===== config.mk =====
export PLATFORM = sky130hd
export DESIGN_NAME = drom_streamer
export DESIGN_NICKNAME = d
export VERILOG_FILES = /design/src/rtl/drom_streamer.sv
export SDC_FILE = /design/constraint.sdc
export NUM_CORES = 1
export LEC_CHECK = 0
export CAP_MARGIN = 20
export CORE_MARGIN = 2
export CORE_UTILIZATION = 49
export CTS_CLUSTER_DIAMETER = 150
export DETAILED_ROUTE_END_ITERATION = 8
export PLACE_DENSITY = 0.92
export SLEW_MARGIN = 20
export SYNTH_ARGS = -nofsm -noshare
export SYNTH_HDL_FRONTEND = slang
export SYNTH_SLANG_ARGS = --single-unit

===== constraint.sdc =====
create_clock -name CLK -period 4.95 [get_ports CLK]
set_clock_uncertainty 0.05 [all_clocks]
set_input_delay 1.2375 -clock CLK [delete_from_list [all_inputs] [get_ports CLK]]
set_output_delay 1.2375 -clock CLK [all_outputs]
set_load 0.02 [all_outputs]

===== src/rtl/drom_streamer.sv =====
// drom_streamer: arbitrates string-fetch requests from two requesters onto the
// single data ROM port and streams each 16-bit word over valid/ready until a
// 0x0000 terminator is read or the requester's length limit is reached.
//
// Ports:
//   CLK, RST            clock; synchronous active-high reset
//   req0/req1           level requests, sampled only while idle
//   start0/start1       first ROM address of each requester's string
//   maxlen0/maxlen1     maximum words to emit for each requester
//   grant               one-hot owner of the current transaction (0 when idle)
//   busy                high whenever a transaction is in progress
//   rom_address         registered ROM address
//   rom_data            ROM word at rom_address
//   char_data/valid     streamed word and its valid flag
//   char_ready          sink accepts char_data
//   done                one-cycle pulse on the owner's bit at end of transaction
//
// Build option: DROM_STREAMER_FIXED_PRIO_EN selects fixed priority (requester 0
// wins every tie); without it ties are resolved round-robin.
//
// state  | meaning
// -------+---------------------------------------------------------------
// IDLE   | waiting for a request; arbitration happens here
// FETCH  | rom_address stable, decide terminator / limit / emit
// SEND   | char_valid held until the sink takes the word
// DONE   | done pulse for the owner, grant released on exit

module drom_streamer #(
  parameter int ADDR_W = 16,
  parameter int DATA_W = 16,
  parameter int LEN_W  = 8
) (
  input  logic              CLK,
  input  logic              RST,
  input  logic              req0,
  input  logic              req1,
  input  logic [ADDR_W-1:0] start0,
  input  logic [ADDR_W-1:0] start1,
  input  logic [LEN_W-1:0]  maxlen0,
  input  logic [LEN_W-1:0]  maxlen1,
  output logic [1:0]        grant,
  output logic              busy,
  output logic [ADDR_W-1:0] rom_address,
  input  logic [DATA_W-1:0] rom_data,
  output logic [DATA_W-1:0] char_data,
  output logic              char_valid,
  input  logic              char_ready,
  output logic [1:0]        done
);

  typedef enum logic [1:0] {S_IDLE, S_FETCH, S_SEND, S_DONE} state_t;

  state_t              state, state_d;
  logic [1:0]          grant_d;
  logic [ADDR_W-1:0]   addr_d;
  logic [DATA_W-1:0]   char_data_d;
  logic                char_valid_d;
  logic [LEN_W-1:0]    count, count_d;
  logic [LEN_W-1:0]    limit, limit_d;
  logic                pick1;

`ifdef DROM_STREAMER_FIXED_PRIO_EN
  assign pick1 = !req0;
`else
  // last_owner: 1 means requester 1 owned the previous transaction.
  logic last_owner, last_owner_d;
  assign pick1 = req1 && (!req0 || !last_owner);
`endif

  assign busy = (state != S_IDLE);
  assign done = (state == S_DONE) ? grant : 2'b00;

  always_ff @(posedge CLK) begin
    if (RST) begin
      state       <= S_IDLE;
      grant       <= 2'b00;
      rom_address <= '0;
      char_data   <= '0;
      char_valid  <= 1'b0;
      count       <= '0;
      limit       <= '0;
`ifdef DROM_STREAMER_FIXED_PRIO_EN
`else
      last_owner  <= 1'b1;
`endif
    end else begin
      state       <= state_d;
      grant       <= grant_d;
      rom_address <= addr_d;
      char_data   <= char_data_d;
      char_valid  <= char_valid_d;
      count       <= count_d;
      limit       <= limit_d;
`ifdef DROM_STREAMER_FIXED_PRIO_EN
`else
      last_owner  <= last_owner_d;
`endif
    end
  end

  always_comb begin
    state_d      = state;
    grant_d      = grant;
    addr_d       = rom_address;
    char_data_d  = char_data;
    char_valid_d = char_valid;
    count_d      = count;
    limit_d      = limit;
`ifdef DROM_STREAMER_FIXED_PRIO_EN
`else
    last_owner_d = last_owner;
`endif
    case (state)
      S_IDLE: begin
        if (req0 || req1) begin
          if (pick1) begin
            grant_d = 2'b10;
            addr_d  = start1;
            limit_d = maxlen1;
          end else begin
            grant_d = 2'b01;
            addr_d  = start0;
            limit_d = maxlen0;
          end
          count_d = '0;
          state_d = S_FETCH;
        end
      end
      S_FETCH: begin
        // The terminator itself is never emitted; a zero limit ends at once.
        if (rom_data == '0 || count == limit) begin
          state_d = S_DONE;
        end else begin
          char_data_d  = rom_data;
          char_valid_d = 1'b1;
          state_d      = S_SEND;
        end
      end
      S_SEND: begin
        if (char_ready) begin
          char_valid_d = 1'b0;
          count_d      = count + LEN_W'(1);
          addr_d       = rom_address + ADDR_W'(1);  // wraps silently
          state_d      = S_FETCH;
        end
      end
      S_DONE: begin
        grant_d = 2'b00;
`ifdef DROM_STREAMER_FIXED_PRIO_EN
`else
        last_owner_d = grant[1];
`endif
        state_d = S_IDLE;
      end
      default: state_d = S_IDLE;
    endcase
  end

endmodule

# Yosys cells after proc, flatten, opt, wreduce, memory -nomap -nowiden
# Cells that the tools add are included.
# word_totals
mem_count	0
input_bits	69
out_inout_bits	38
word_cells	55
ram_bits	0
romBits	0
latchBits	0
reg_bits	54
# op_classes
shifts	0
n_eq_ne	7
div	0
mul	0
reduce_logical	18
n_lt_le_gt_ge	0
addsub	2
mux	19
bitwise_logic	1
# op_table
cell	n
16-bit two-way mux	3
16-bit case mux with 2 select lines	1
8-bit two-way mux	3
16-bit by 1-bit adder with 16-bit output, second input constant	1
16-bit logical NOT	1
8-bit case mux with 2 select lines	1
2-bit two-way mux	5
8-bit by 1-bit adder with 8-bit output, second input constant	1
8-bit == test	1
2-bit case mux with 4 select lines	1
2-bit AND reduction	4
2-bit nonzero test	4
2-bit != test, second input constant	3
3-bit AND reduction	2
2-bit == test, second input constant	2
2-bit case mux with 2 select lines	1
1-bit logical OR	3
1-bit two-way mux	3
2-bit by 1-bit == test with 1-bit output, second input constant	1
1-bit logical NOT	2
2-bit logical NOT	1
1-bit case mux with 2 select lines	1
1-bit logical AND	1
1-bit NOT	1

# Longest topological paths before layout
# logic_depth
ltp_word	6
ltp_mapped	7
mapped_depth_nobuf	5

# Least setup slack after synthesis
# No wires, ideal clock.
# synth_timing
path_type	input port to flip-flop
start	in req0
end	reg count[7]
path_stages	5
setup_slack_ps	2410
arrival_time_ps	2419
required_ps	4829
setup_ps	71
n_path_buf	1
path_cell_list	nor3_1 -> or3_1 -> buf_2 -> or4_1 -> a21oi_1
# synth_between
elab_chain_len	3
# synth_rtl
item	line	source
from (decl)	35	input logic req0,
1-bit logical OR	115	if (req0 || req1) begin
2-bit != test (no line)	n/a	
3-bit AND reduction (no line)	n/a	
to (signal assigned)	92	count <= count_d;
to (decl)	58	logic [LEN_W-1:0] count, count_d;
# Every way passes these cells.
# A chain may end at the register's enable or synchronous reset.

# Worst setup path after layout
# Ends and elaborated chain as after synthesis.

==> impl_results.md <==
- Total track usage: 24.52%
- Kind of critical path: input port to flop
- Source of the worst hold timing path: char_data[0]
- Startpoint of the worst-slack reg-to-reg timing path: state[1]
- Number of global-route vias before repair: approximately 2.8k
- Number of clock sinks: 54
- Initial standard-cell utilization of the core: 50.40%
- CTS Buf Count: 5
- Switching Power: 0.4238 mW
- CTS root buf: sky130_fd_sc_hd__clkbuf_8
- Post-synth ARST share: 0%
- Internal Pwr Total: 0.8122 mW
- Part of the power in combinational logic: 34.6%
- Post-Synthesis Cells: between 300 and 400
- Final WS setup: 1.795 ns
- Chip Width: 81.81 um
- Number of vias per cell: 5.898
- Endpoint kind of the worst setup timing path: flop
- Max Freq: 316.9 MHz
- Worst vdd rail ir drop: around 0.00021 V
- Number of slew-limit violations in the final report: 0
- Die Area: 6693 um^2
- Gp weighted congestion: 0.8700
- Hold buffer count at CTS: 0
- Wire length per cell: around 16 um
- Number of I/O port buffers: 106
- Post-DP HPWL: about 6000 um
- Area grow syn2layout: 40.36%
- Register area: 1081 um^2
- Total congestion overflow: 0
- Setup repair after global routing missed its margin: false
- Startpoint types: input port
- Slew HR: 30.18%
- Longest Clk Path Bufs: 2
- Post-Place Setup Slack: between 1.5 and 2 ns
- Total power of the final layout: 1.236 mW
- Area contributors post-synth: sky130_fd_sc_hd__dfxtp_1, sky130_fd_sc_hd__mux2i_1, sky130_fd_sc_hd__nand2_1
- Clock input transition at the sequential cells of the worst setup and hold paths: 0.10 ns
- Portion of synthesized cell area occupied by the leading cell type: a little over a third
- Crit path arrival time: 3.35 ns
- Unique cell type count in the Yosys netlist: 56
- Time the worst path needs with I/O delays and setup: 3.155 ns
- Largest fanout of any net on the critical path: 20
- Total of flip-flops plus latches after synthesis: 54
- DR DRC count: 0
- Sequential area share after synthesis: 36.44%
- Share of final-layout standard cells stronger than drive strength 1: 8.315%
- Clock tree from TritonCTS: built
- Yosys synthesis warning count: 0
- Post-route core utilization: slightly above 70%
- Core area: 5886 um^2
- Layout fillers: 445
- Hold EP: char_data[0]
- Max cap viols: 0
- Cell depth of the worst hold path: 2
- P per Cell Area: around 300 nW/um^2
- First-pass GRT wire length: 12900 um
- Placement row count: 28
- Portion of total power attributed to sequential cells: 44.4%
- Crit share post-route: 63.74%
- Detailed-router iteration count before antenna repair: 6
- Setup slack, reg-to-reg: between 2 and 3 ns
- Ys flop type: sky130_fd_sc_hd__dfxtp_1
- Switching share of power: about 34%
- Commonest cells after routing, fill and taps aside: sky130_fd_sc_hd__clkdlybuf4s50_1, sky130_fd_sc_hd__dfxtp_1, sky130_fd_sc_hd__nand2_1
- Number of cells on the worst reg-to-reg path: 4
- Standby leakage power: 1.498 nW
- Most common cell after layout, fill and taps aside: sky130_fd_sc_hd__clkdlybuf4s50_1
- Height of the die: 81.81 um
- Setup TNS after final layout: 0 ns
- H-tree Lvls: 2
- Residual antenna-violating net count after detailed routing: 0
- Area of the mapped netlist: 2967 um^2
- Avg Inst Size Synth: 8.452 um^2
- Syn nets: between 400 and 500
- Outcome: completed
- Capture point of the worst reg-to-reg path: count[7]
- CP Data Required Time: 5.14 ns
- Number of antenna violations at the first check in global routing: 0
- Worst Tran Pin Value: 1.044 ns
- Area leader, netlist: sky130_fd_sc_hd__dfxtp_1
- Buffers inserted during post-CTS setup optimization: 0
- Number of top-level pins: 107
- Number of enable-type register cells in the synthesized netlist: 0
- Largest net degree at the start of global routing: 40
- Iteration-0 DRC Markers: 279
- Post-Route WL: 8220 um
- Antenna diode instance count: 0
- Fin. Hold Viols: 0
- Clock network power share: between 20% and 30%
- Worst hold-check path type: flop to flop
- Final number of setup-violating endpoints: 0
- Clock Latency Late Sink: between 0.3 and 0.4 ns
- Vias: 3067
- Count of nets after finishing: just over 500
- Area taken by multi-input logic gates: 1762 um^2
- Number of resized instances in the post-cts repair step: 0
==> synth_stat cells, types with 2 or more instances <==
library cell / instances
sky130_fd_sc_hd__a2111oi_0: 2
sky130_fd_sc_hd__a211oi_1: 14
sky130_fd_sc_hd__a21oi_1: 20
sky130_fd_sc_hd__a22oi_1: 2
sky130_fd_sc_hd__a31oi_1: 3
sky130_fd_sc_hd__and3_1: 3
sky130_fd_sc_hd__buf_2: 9
sky130_fd_sc_hd__clkbuf_1: 14
sky130_fd_sc_hd__dfxtp_1: 54
sky130_fd_sc_hd__ha_1: 2
sky130_fd_sc_hd__inv_1: 9
sky130_fd_sc_hd__mux2_2: 14
sky130_fd_sc_hd__mux2i_1: 29
sky130_fd_sc_hd__nand2_1: 49
sky130_fd_sc_hd__nand2b_1: 2
sky130_fd_sc_hd__nand3_1: 6
sky130_fd_sc_hd__nand3b_1: 3
sky130_fd_sc_hd__nand4_1: 5
sky130_fd_sc_hd__nor2_1: 24
sky130_fd_sc_hd__nor2b_1: 2
sky130_fd_sc_hd__nor3_1: 7
sky130_fd_sc_hd__nor4_1: 12
sky130_fd_sc_hd__o211ai_1: 4
sky130_fd_sc_hd__o21a_1: 4
sky130_fd_sc_hd__o21ai_0: 6
sky130_fd_sc_hd__o31ai_1: 6
sky130_fd_sc_hd__o32ai_1: 4
sky130_fd_sc_hd__or3_1: 3
sky130_fd_sc_hd__or4_1: 4
sky130_fd_sc_hd__xnor2_1: 2
sky130_fd_sc_hd__xor2_1: 8
==> metal layers <==
metal  up-vias  track usage, %  share of wire [%]
met2       156           42.36                 49
met1      1429           29.55                 40
li1       1470               -                  -
met4         0           7.167                1.6
met3        12           6.923                9.3
met5         -               0                  0
==> kinds of logic (layout without fill, tap and decap cells) <==
logic type,count (synthesis),in the layout,share of synthesized area (%)
muxes,43,43,15.10
DFF,54,54,36.44
and+or+nand+nor,130,130,21.81
adders and majority gates,2,2,0.8434
xor gates and xnor gates,10,10,2.953
buffers and inverters,34,128,4.808
AOI/OAI and AO/OA,78,78,18.05
==> worst max-delay path by stage <==
stage	cells after the start	slack (ns)	endpoint	start
2_1_floorplan	5	2.41	count[7]	req0
3_3_place_gp	5	1.57	count[7]	req0
3_5_place_dp	5	1.51	count[7]	req0
4_1_cts	2	1.82	busy	state[0]
5_1_grt	5	1.50	rom_address[12]	req0
6_report	5	1.79	count[7]	req0
==> critical path, cell delays in order <==
cell and delay, ns:
sky130_fd_sc_hd__clkdlybuf4s50_1 0.56, sky130_fd_sc_hd__nor3_1 0.12, sky130_fd_sc_hd__or3_1 0.65, sky130_fd_sc_hd__or4_1 0.60, sky130_fd_sc_hd__a21oi_1 0.16
==> registers in the layout, summed over array words and instances (netlist names) <==
signal	count
state	2
last_owner	1
grant	2
count	8
char_data	16
rom_address	16
limit	8
char_valid	1
==> final cells by class <==
type	count	area share [%]
clock inverter	2	0.3005
sequential	54	25.96
multi-input combinational	263	42.31
timing repair buffer	111	26.38
tap	75	2.254
inverter	9	0.8113
clock buffer	6	1.983
==> through the flow <==
| stage | instances | cell area (um^2) | hold WS, ns |
|---|---|---|---|
| after floorplan | 351 | 2967 | 0.3863 |
| after global placement | 512 | 4066 | 0.3919 |
| after detailed placement | 512 | 4066 | 0.4023 |
| after CTS | 520 | 4161 | 0.4160 |
| after global routing | 520 | 4164 | 0.4309 |
| final | 520 | 4164 | 0.4126 |
==> power groups by stage <==
stage / logic, mW / clock network (mW) / registers (mW)
floorplan: 0.202 / 0 / 0.588
global placement: 0.415 / 0 / 0.552
detailed placement: 0.425 / 0 / 0.556
CTS: 0.428 / 0.261 / 0.546
global route: 0.463 / 0.274 / 0.556
finish: 0.428 / 0.260 / 0.549
No activity file was read; power rests on OpenSTA's default activity.
